==> src/rtl/bt_cmd_parser_pkg.sv <==
// Shared definitions for the Bluetooth command parser: header byte, FSM states, opcodes.
// Packet length and state set depend on BT_CMD_CHECKSUM_EN.
package bt_cmd_parser_pkg;

    localparam logic [7:0] HDR_DEFAULT  = 8'hA5;

    localparam logic [7:0] OP_LASER_ON  = 8'h01;
    localparam logic [7:0] OP_LASER_OFF = 8'h02;
    localparam logic [7:0] OP_PAN       = 8'h03;
    localparam logic [7:0] OP_TILT      = 8'h04;

`ifdef BT_CMD_CHECKSUM_EN
    localparam int PKT_LEN = 5;
    typedef enum logic [2:0] {S_IDLE, S_OP, S_ARGH, S_ARGL, S_CHK} state_t;
`else
    localparam int PKT_LEN = 4;
    typedef enum logic [1:0] {S_IDLE, S_OP, S_ARGH, S_ARGL} state_t;
`endif

endpackage

==> src/rtl/bt_timeout.sv <==
// Inter-byte watchdog: counts idle cycles while enabled, pulses expire on the
// last allowed cycle without a clear.
module bt_timeout #(
    parameter int unsigned TIMEOUT_CYC = 500000
) (
    input  logic clk,
    input  logic rst_n,
    input  logic clear,
    input  logic enable,
    output logic expire
);

    localparam int CNT_W = $clog2(TIMEOUT_CYC);
    localparam logic [CNT_W-1:0] LAST = CNT_W'(TIMEOUT_CYC - 1);

    logic [CNT_W-1:0] cnt;

    assign expire = enable && !clear && (cnt == LAST);

    always_ff @(posedge clk or negedge rst_n) begin
        if (!rst_n) begin
            cnt <= '0;
        end else if (clear || !enable || expire) begin
            cnt <= '0;
        end else begin
            cnt <= cnt + 1'b1;
        end
    end

endmodule

==> src/rtl/bt_cmd_parser.sv <==
// Frames UART bytes into HDR/OP/ARG_H/ARG_L[/CHK] commands with a valid/ready output
// and a saturating framing-error counter. Checksum byte enabled by BT_CMD_CHECKSUM_EN.
module bt_cmd_parser
    import bt_cmd_parser_pkg::*;
#(
    parameter logic [7:0]  HDR         = HDR_DEFAULT,
    parameter int unsigned TIMEOUT_CYC = 500000,
    parameter int unsigned ERR_W       = 8
) (
    input  logic             clk,
    input  logic             rst_n,
    input  logic [7:0]       rx_data,
    input  logic             rx_valid,
    output logic [7:0]       cmd_op,
    output logic [15:0]      cmd_arg,
    output logic             cmd_valid,
    input  logic             cmd_ready,
    output logic             busy,
    output logic [ERR_W-1:0] err_cnt
);

    state_t      state, state_nxt;
    logic [7:0]  op_q, argh_q;
    logic [15:0] arg_new;
    logic        pkt_done, pkt_bad, expire, load, err_inc;

    bt_timeout #(
        .TIMEOUT_CYC(TIMEOUT_CYC)
    ) u_timeout (
        .clk   (clk),
        .rst_n (rst_n),
        .clear (rx_valid),
        .enable(state != S_IDLE),
        .expire(expire)
    );

`ifdef BT_CMD_CHECKSUM_EN
    logic [7:0] argl_q;
    assign arg_new = {argh_q, argl_q};
`else
    assign arg_new = {argh_q, rx_data};
`endif

    always_comb begin
        state_nxt = state;
        pkt_done  = 1'b0;
        pkt_bad   = 1'b0;
        if (expire) begin
            state_nxt = S_IDLE;
        end else if (rx_valid) begin
            case (state)
                S_IDLE: if (rx_data == HDR) state_nxt = S_OP;
                S_OP:   state_nxt = S_ARGH;
                S_ARGH: state_nxt = S_ARGL;
`ifdef BT_CMD_CHECKSUM_EN
                S_ARGL: state_nxt = S_CHK;
                S_CHK: begin
                    state_nxt = S_IDLE;
                    if (rx_data == (op_q ^ argh_q ^ argl_q)) pkt_done = 1'b1;
                    else                                     pkt_bad  = 1'b1;
                end
`else
                S_ARGL: begin
                    state_nxt = S_IDLE;
                    pkt_done  = 1'b1;
                end
`endif
                default: state_nxt = S_IDLE;
            endcase
        end
    end

    // A finished packet only replaces the output if the slot is free or being drained now
    assign load    = pkt_done && (!cmd_valid || cmd_ready);
    assign err_inc = (pkt_done && !load) || pkt_bad || expire;

    always_ff @(posedge clk or negedge rst_n) begin
        if (!rst_n) begin
            state     <= S_IDLE;
            busy      <= 1'b0;
            cmd_valid <= 1'b0;
            cmd_op    <= '0;
            cmd_arg   <= '0;
            err_cnt   <= '0;
        end else begin
            state <= state_nxt;
            busy  <= (state_nxt != S_IDLE);
            if (load) begin
                cmd_valid <= 1'b1;
                cmd_op    <= op_q;
                cmd_arg   <= arg_new;
            end else if (cmd_valid && cmd_ready) begin
                cmd_valid <= 1'b0;
            end
            if (err_inc && (err_cnt != '1)) err_cnt <= err_cnt + 1'b1;
        end
    end

    // Payload capture carries no control meaning, so it is left unreset
    always_ff @(posedge clk) begin
        if (rx_valid) begin
            case (state)
                S_OP:   op_q   <= rx_data;
                S_ARGH: argh_q <= rx_data;
`ifdef BT_CMD_CHECKSUM_EN
                S_ARGL: argl_q <= rx_data;
`endif
                default: ;
            endcase
        end
    end

endmodule

==> config.mk <==
export PLATFORM = sky130hd
export DESIGN_NAME = bt_cmd_parser
export DESIGN_NICKNAME = d
export VERILOG_FILES = /design/src/rtl/bt_cmd_parser_pkg.sv /design/src/rtl/bt_timeout.sv /design/src/rtl/bt_cmd_parser.sv
export SDC_FILE = /design/constraint.sdc
export NUM_CORES = 1
export LEC_CHECK = 0
export ABC_CLOCK_PERIOD_IN_PS = 5100
export BUFFER_PORTS_ARGS = -buffer_cell sky130_fd_sc_hd__buf_2
export CELL_PAD_IN_SITES_DETAIL_PLACEMENT = 1
export CELL_PAD_IN_SITES_GLOBAL_PLACEMENT = 2
export CORE_MARGIN = 2
export CORE_UTILIZATION = 35
export CTS_CLUSTER_SIZE = 28
export DETAILED_ROUTE_END_ITERATION = 8
export GPL_ROUTABILITY_DRIVEN = 0
export PLACE_DENSITY_LB_ADDON = 0.05
export SLEW_MARGIN = 20
export SYNTH_ARGS = -nofsm -noshare
export SYNTH_HDL_FRONTEND = slang
export SYNTH_SLANG_ARGS = --single-unit
==> constraint.sdc <==
create_clock -name clk -period 5.1 [get_ports clk]
set_input_delay 0.51 -clock clk [delete_from_list [all_inputs] [get_ports clk]]
set_output_delay 0.51 -clock clk [all_outputs]
set_load 0.05 [all_outputs]
After elaboration in Yosys (flattened, before gate mapping)
Index checks and enable logic that the tools add are counted.

cells by class
  bitwise operators = 0
  equal/unequal tests = 6
  shifts and indexed selects = 0
  magnitude comparators = 0
  multipliers = 0
  muxes and demuxes = 10
  add/sub/neg operators = 2
  reduce and logical (&&, ||, !) cells = 20
  divide/modulo/power cells = 0

operators by type and width
  kind                                            count
  adder 19 x 1 -> 19 bit (second input constant)  1
  == test 19 bit (second input constant)          1
  2-to-1 mux 19 bit                               1
  adder 8 x 1 -> 8 bit (second input constant)    1
  == test 8 bit (second input constant)           1
  != test 8 bit (second input constant)           1
  case mux 2 bit (4 select lines)                 1
  logical AND 1 bit                               6
  2-to-1 mux 2 bit                                3
  nonzero test 2 bit                              3
  2-to-1 mux 1 bit                                5
  == test 2 bit (second input constant)           2
  zero test 1 bit                                 4
  logical OR 1 bit                                4
  AND reduction 2 bit                             2
  == test 2 x 1 -> 1 bit (second input constant)  1
  zero test 2 bit                                 1

storage, ports and cells
  latch bits = 0
  ROM bits = 0
  memories = 0
  word-level logic and storage cells = 47
  output and inout bits = 34
  RAM bits = 0
  flip-flop bits (word level) = 71

Longest topological paths before layout
Gate-level depths: netlist of the first run.

  depth in word-level cells = 9
  gate-level depth with buffers = 8
  mapped depth without buffers = 7

By module
A second synthesis of the first run with hierarchy kept.

second synthesis, totals
  cell total of the unflattened synthesis = 234
  area, all modules = 3,135.5 sq um

modules (own cells, without submodules)
  module         sequential area each (sq um)  area an instance (sq um)  instances  cells each
  bt_cmd_parser  1,381.3                       2,179.6                   1          133
  bt_timeout     475.5                         955.9                     1          101

Worst setup path before layout of the first run
OpenSTA, ideal clock, no wires.

  path type = reg-to-reg
  from = reg err_cnt[0]
  to = reg err_cnt[1]
  setup slack = 3.048 ns
  data required time = 4.975 ns
  buffers on the path = 0
  data arrival time = 1.927 ns
  stages on the path, launching flop included = 7
  cells stage by stage = dfrtp_1 -> ha_1 -> and3_1 -> and3_1 -> nand3_1 -> and2_4 -> mux2_4

on the way
  cells in the longest elaborated chain, start to end = 2
  elaborated cells between the ends (all ways) = 3

ends and longest elaborated chain
  item                                                                          line                 RTL
  from (decl)                                                                   bt_cmd_parser.sv:19  output logic [ERR_W-1:0] err_cnt
  from (signal assigned)                                                        bt_cmd_parser.sv:95  if (err_inc && (err_cnt != '1)) err_cnt <= err_cnt + 1'b1;
  parallel branches: the longest is 2 deep, another holds adder 8 x 1 -> 8 bit  -

Several ways; the timed one is not identified.
A chain may end at the register's enable or synchronous reset.

Worst setup path in the final report of the first run
  from = reg state[0]
  to = reg err_cnt[1]

on the way
  cells in the longest elaborated chain, start to end = 9
  elaborated cells between the ends (all ways) = 12

ends and longest elaborated chain
  item                                                   line                                      RTL
  from (decl)                                            bt_cmd_parser.sv:22                       state_t state, state_nxt;
  from (signal assigned)                                 bt_cmd_parser.sv:86                       state <= state_nxt;
  == test 2 bit or nonzero test 2 bit (tied branches)    bt_cmd_parser.sv:51, bt_cmd_parser.sv:33
  2-to-1 mux 1 bit or logical AND 1 bit (tied branches)  bt_cmd_parser.sv:51, bt_timeout.sv:18
  2-to-1 mux 1 bit or logical AND 1 bit (tied branches)  bt_cmd_parser.sv:50, bt_timeout.sv:18
  2-to-1 mux 1 bit                                       bt_cmd_parser.sv:48                       if (expire) begin
  logical AND 1 bit                                      bt_cmd_parser.sv:74                       assign load = pkt_done && (!cmd_valid || cmd_ready);
  zero test 1 bit                                        bt_cmd_parser.sv:75                       assign err_inc = (pkt_done && !load) || pkt_bad || expire;
  logical AND 1 bit                                      bt_cmd_parser.sv:75
  logical OR 1 bit *                                     bt_cmd_parser.sv:75
  logical AND 1 bit *                                    bt_cmd_parser.sv:95

Every way passes the cells marked *; elsewhere a longest branch is shown, timed or not.

==> flow_summary.ini, run 1 <==
[status]
outcome = completed

[sta]
slew_viol_final = 0
worst_pin_slew_ns = 0.712
rsz0062_at_grt = no
max_freq_mhz = 485
setup-tns-final_ns = 0
setup-violations-final = 0
final_hold_viol_count = 0
layout_min_cycle_time_ns = 2.06
max_slew_margin_pct = 52.5
skew_ns = 0.0131
post-route-period-util_pct = 40.4

[grt]
grt_max_degree = 56
gr-total-overflow = 0
antenna_found_initial = 0
grtUsageTotal_pct = 13.7
grt_pass1_wl_um = 10300
first_global_vias = 2018

[floorplanning]
die_y_um = 96.6
num_rows = 33
core-area_um2 = 8260
initial_utilization_pct = 36.3
dieArea_um2 = 9330
fp.dieW_um = 96.6
io_pins = 46

[synthesis]
yosysTopAreaCell = dfrtp_1
ys_async_sr_fraction_pct = 77.5
netlist_area_um2 = 3000
yosysSeqAreaShare_pct = 61.9
synth_edf_count = 16
synth_cells = 226
ys_ff_latch = 71
yosysUniqueCellTypes = 39
syn_nets = 244
synth_area_leaders = dfrtp_1 (46%), edfxtp_1 (16%), mux2_2 (9.0%)
post-synth-top-area-fraction_pct = 45.9
synth-main-ff-cell = dfrtp_1
yosysWarningCount = 0
syn_avg_cell_area_um2 = 13.3

[drt]
ant_nets = 0
routed_via_density = 4.90
wire_per_inst_um = 15.5
finalWirelength_um = 6030
drtIter0Drc = 50
num_vias = 1900
drc = 0
firstDrtPassIters = 6

[cts]
cts_setup_buffers = 0
numCtsBuffers = 9
htreeDepth = 3
cts_root_buf = clkbuf_8
clk_pin_slew_ns = 0.08
cts_resized = 0
clock_sink_count = 71
cts_tree = built
clkLatencyLatePin_ns = 0.34
clk_path_buf_depth = 2
hold_buffers = 0

[worst_setup_path]
regToRegStartpoint = state[0]$_DFF_PN0_
path_class = flop to flop
crit_path_end_kind = flop
critPathArrivalTime_ns = 2.29
r2r_slack_ns = 3.04
reg2reg_depth = 7
cp-start-kind = flop
reg2reg_to = err_cnt[1]$_DFFE_PN0P_
worstPathRequired_ns = 5.33
crit_fanout = 9

[placed_design]
hpwl_um = 4130
placedCellCount = 373
numPortBuffers = 45

[finish]
synthToLayoutAreaGrowth_pct = 18.3
layout_common_cells = dfrtp_1 (55), buf_2 (45), nor2_1 (24), mux2_2 (24), edfxtp_1 (16)
final_common_cell = dfrtp_1
nets = 297
diodes = 0
nFillCells = 896
layout-drive-gt1-share_pct = 33.6
stdcell_count = 388

[flow_run]
max-cap-violations = 0

[power_and_ir_drop]
leakagePower_nw = 1.55
powerDensity_nw_per_um2 = 595
worst_ir_drop_vdd_uv = 162

[worst_hold_path]
hold_path.class = primary input to asynchronous set/reset pin
-- report_power, final --
| part | leakage, nW | internal (mW) | total (mW) | switching, mW |
|---|---|---|---|---|
| logic | 0.605 | 0.228 | 0.814 | 0.586 |
| clock network | 0.103 | 0.272 | 0.484 | 0.212 |
| registers | 0.847 | 0.735 | 0.817 | 0.0816 |
| total | 1.55 | 1.24 | 2.12 | 0.880 |
-- metrics by stage --
stage	instance area [um2]	util (%)	total power, mW	hold WS, ns	setup WS (ns)
5_1_grt	3550	43.0	2.23	0.362	2.87
2_1_floorplan	3000	-	1.45	0.214	3.05
4_1_cts	3550	43.0	2.14	0.332	3.03
3_3_place_gp	3340	40.5	1.64	0.457	3.13
3_5_place_dp	3340	40.5	1.66	0.463	3.05
6_report	3550	43.0	2.12	0.305	3.04
-- how the worst max path moves through the flow --
stage / start / to / slack, ns / depth (start not counted)
after detailed placement: state[0]$_DFF_PN0_ / err_cnt[1]$_DFFE_PN0P_ / 3.05 / 7
after CTS: state[0]$_DFF_PN0_ / err_cnt[1]$_DFFE_PN0P_ / 3.03 / 7
after global routing: state[0]$_DFF_PN0_ / err_cnt[1]$_DFFE_PN0P_ / 2.87 / 7
after global placement: state[0]$_DFF_PN0_ / err_cnt[1]$_DFFE_PN0P_ / 3.13 / 7
after floorplan: err_cnt[0]$_DFFE_PN0P_ / err_cnt[1]$_DFFE_PN0P_ / 3.05 / 6
final: state[0]$_DFF_PN0_ / err_cnt[1]$_DFFE_PN0P_ / 3.04 / 7
-- kinds of logic after synthesis --
logic type / Yosys count / synth area share, %
AO/OA/AOI/OAI: 11 / 2.46
XOR/XNOR: 20 / 5.84
adder cells (fa/ha/maj): 6 / 2.50
buffers and inverters: 9 / 1.58
flip-flops: 71 / 61.9
multiplexers: 28 / 10.5
AND/OR/NAND/NOR: 81 / 15.3
-- flip-flops by register name, indices dropped and copies added, names as in the netlist --
signal	count
state	2
cmd_valid	1
busy	1
argh_q	8
cmd_arg	16
err_cnt	8
cmd_op	8
op_q	8
u_timeout.cnt	19
-- metal layers --
metal / up-vias / GRT usage (%) / routed length, um / part of all wire (%)
met2: 38 / 22.1 / 2860 / 47
li1: 909 / - / - / -
met1: 943 / 17.8 / 2860 / 47
met4: 0 / 5.53 / 96 / 1.6
met3: 10 / 3.11 / 215 / 3.6
met5: - / 0 / 0 / 0
-- cells in the mapped netlist, drive strengths merged (2+ instances only) --
cell      n
xor2     12
xnor2     8
buf       4
o21ai     2
ha        6
nor2     25
and3      9
nand4bb   2
edfxtp   16
nand2     9
inv       4
nand4     4
nor4      2
dfrtp    55
a21oi     6
nor3      3
nor4b     4
nand3    15
mux2     25
and2      3
mux2i     3
-- final cells by class --
class                   instances  area [um2]  share of cell area [%]
clock buffers                   9         124                    3.49
clock inverters                 6        85.1                    2.40
inverters                       4        15.0                   0.423
multi-input cells             146        1100                    31.0
flip-flops and latches         71        1860                    52.3
well taps                     105         131                    3.70
repair buffers                 47         240                    6.76
-- critical path, stage by stage (launching register included) --
cell	delay (ns)
dfrtp_1	0.44
inv_1	0.09
ha_1	0.25
nor2_1	0.22
nand3_1	0.17
o21ai_4	0.27
and2_4	0.22
mux2_4	0.30
Note: power is estimated with default switching activity, not from simulation.
==> inputs of run 2 (changes only) <==
--- a/config.mk
+++ b/config.mk
@@ -5,7 +5,7 @@
 export SDC_FILE = /design/constraint.sdc
 export NUM_CORES = 1
 export LEC_CHECK = 0
-export ABC_CLOCK_PERIOD_IN_PS = 5100
+export ABC_CLOCK_PERIOD_IN_PS = 2000
 export BUFFER_PORTS_ARGS = -buffer_cell sky130_fd_sc_hd__buf_2
 export CELL_PAD_IN_SITES_DETAIL_PLACEMENT = 1
 export CELL_PAD_IN_SITES_GLOBAL_PLACEMENT = 2
==> constraint.sdc (replaced) <==
create_clock -name clk -period 2 [get_ports clk]
set_input_delay 0.2 -clock clk [delete_from_list [all_inputs] [get_ports clk]]
set_output_delay 0.2 -clock clk [all_outputs]
set_load 0.05 [all_outputs]
==> run 2 against run 1 <==
Sequential power grew to 2.5 times the previous value. Sequential cell count did not move. Core utilization up 0.74 points. Combinational power increased to 2.7 times the previous value. Hold slack worse by 0.23 ns. First-iteration DRC count grew 4.0%. Fmax up 10%. Critical path depth decreased by 1. Setup slack lost 2.9 ns. Register-to-register slack got worse by 2.9 ns. Non-clock buffer count rose by 5. Clock power rose by 140%.
==> flow_summary.ini, run 2 (synthesis results as in run 1) <==
[power_and_ir_drop]
clock_power_share_pct = 21.4
p_sw_mw = 2.27
p_sw_share_pct = 42.4
internal_power_mw = 3.09
worst_ir_drop_vdd_uv = 410
combPwrFrac_pct = 40.3
leakagePower_nw = 1.58
powerDensity_nw_per_um2 = 1480
pwr-share-seq_pct = 38.3

[floorplanning]
fp.dieW_um = 96.6
io_pins = 46
num_rows = 33
initial_utilization_pct = 36.3
core-area_um2 = 8260
die_y_um = 96.6
dieArea_um2 = 9330

[placed_design]
hpwl_um = 4110
place_area_um2 = 3400
numPortBuffers = 45

[worst_setup_path]
worstPathRequired_ns = 2.22
startpoint = err_cnt[0]$_DFFE_PN0P_
critPathBufInv = 0
cp-start-kind = flop
critPathArrivalTime_ns = 2.09
reg2reg_depth = 6
r2r_slack_ns = 0.13
reg2reg_to = err_cnt[1]$_DFFE_PN0P_
crit_fanout = 4
endpoint = err_cnt[1]$_DFFE_PN0P_
regToRegStartpoint = err_cnt[0]$_DFFE_PN0P_
crit_path_end_kind = flop
slowest_delay_ns = 0.43
path_class = flop to flop
cp_top_family = simple AND/OR/NAND/NOR gates
slowest_stage = dfrtp_2
crit_path_frequent_cell = and3_1
cp.depth = 6
path_cells = ha_1 > and3_1 > and3_1 > nand3_1 > and2_4 > mux2_4

[worst_hold_path]
hold_path.class = primary input to flop
worstHoldStart = rx_data[4]

[sta]
skew_ns = 0.0126
setup-tns-final_ns = 0
holdWs_ns = 0.0770
max_freq_mhz = 535
worst_pin_slew_ns = 0.461
final_hold_viol_count = 0
max_slew_margin_pct = 69.0
rsz0062_at_grt = no
post-route-period-util_pct = 93.5
slew_viol_final = 0
layout_min_cycle_time_ns = 1.87
setup-violations-final = 0

[grt]
gr-total-overflow = 0
grt_pass1_wl_um = 10300
grt_max_degree = 56
grtUsageTotal_pct = 13.9
first_global_vias = 1969
antenna_found_initial = 0

[cts]
clock_sink_count = 71
clkLatencyLatePin_ns = 0.35
htreeDepth = 3
cts_setup_buffers = 0
clk_pin_slew_ns = 0.07
cts_tree = built
cts_root_buf = clkbuf_8
clk_path_buf_depth = 2
numCtsBuffers = 9

[drt]
drc = 0
firstDrtPassIters = 4
finalWirelength_um = 5960
wire_per_inst_um = 15.1
drtIter0Drc = 52
num_vias = 1920
ant_nets = 0
routed_via_density = 4.87

[finish]
layout-drive-gt1-share_pct = 35.6
final_common_cell = dfrtp_1
nets = 302
layout_common_cells = dfrtp_1 (53), buf_2 (45), mux2_2 (24), nor2_1 (23), edfxtp_1 (16)
largest_reg_flops = 19
stdcell_area_um2 = 3610
synthToLayoutAreaGrowth_pct = 20.4
diodes = 0
reg_top3 = u_timeout.cnt: 19 flops, cmd_arg: 16 flops
largest_register = u_timeout.cnt

[flow_run]
max-cap-violations = 0

[status]
outcome = completed
## run 2: what timing repair did
item                                    4_1_cts  5_1_grt
endpoints found under the setup margin        0       18
resized for setup                             0        2
hold buffers                                  1        0
hold endpoints to repair                     55        0
## run 2: worst min path at each step
stage | to | slack [ns] | cells after the start
6_report | argh_q[4]$_DFFE_PP_ | 0.08 | 1
5_1_grt | argh_q[1]$_DFFE_PP_ | 0.06 | 1
4_1_cts | argh_q[1]$_DFFE_PP_ | 0.06 | 1
3_5_place_dp | cmd_op[5]$_DFFE_PN0P_ | 0.23 | 2
3_3_place_gp | cmd_op[7]$_DFFE_PN0P_ | 0.23 | 2
2_1_floorplan | busy$_DFF_PN0_ | -0.1 | 0
## run 2: per-layer routing
metal  up-vias  global-route usage, %  part of all wire (%)
met5         -                      0                     0
met4         0                   7.15                   1.9
met3        10                   3.18                   3.7
met2        38                   20.3                    46
met1       956                   19.4                    48
li1        916                      -                     -
## run 2: power by group through the flow
stage / Combinational (mW) / Sequential [mW] / Clock (mW)
4_1_cts: 2.18 / 2.06 / 1.19
3_3_place_gp: 2.16 / 2.08 / 0
5_1_grt: 2.30 / 2.12 / 1.25
2_1_floorplan: 0.602 / 3.10 / 0
3_5_place_dp: 2.18 / 2.09 / 0
6_report: 2.16 / 2.05 / 1.15
## run 2: area by class of cell
type | instances | area [um2]
fillers | 902 | 4640
clock buffers | 10 | 128
flip-flops and latches | 71 | 1860
repair buffers | 52 | 305
inverters | 4 | 15.0
multi-input cells | 146 | 1110
well taps | 105 | 131
clock inverters | 6 | 67.6
## run 2: stage by stage
step	worst slack (ns)	power, mW	std cells	utilization, %
floorplan	0.112	3.70	226	-
global placement	0.125	4.24	377	41.2
detailed placement	0.109	4.27	377	41.2
CTS	0.104	5.44	394	43.7
global route	0.00675	5.66	394	43.8
finish	0.130	5.36	394	43.8
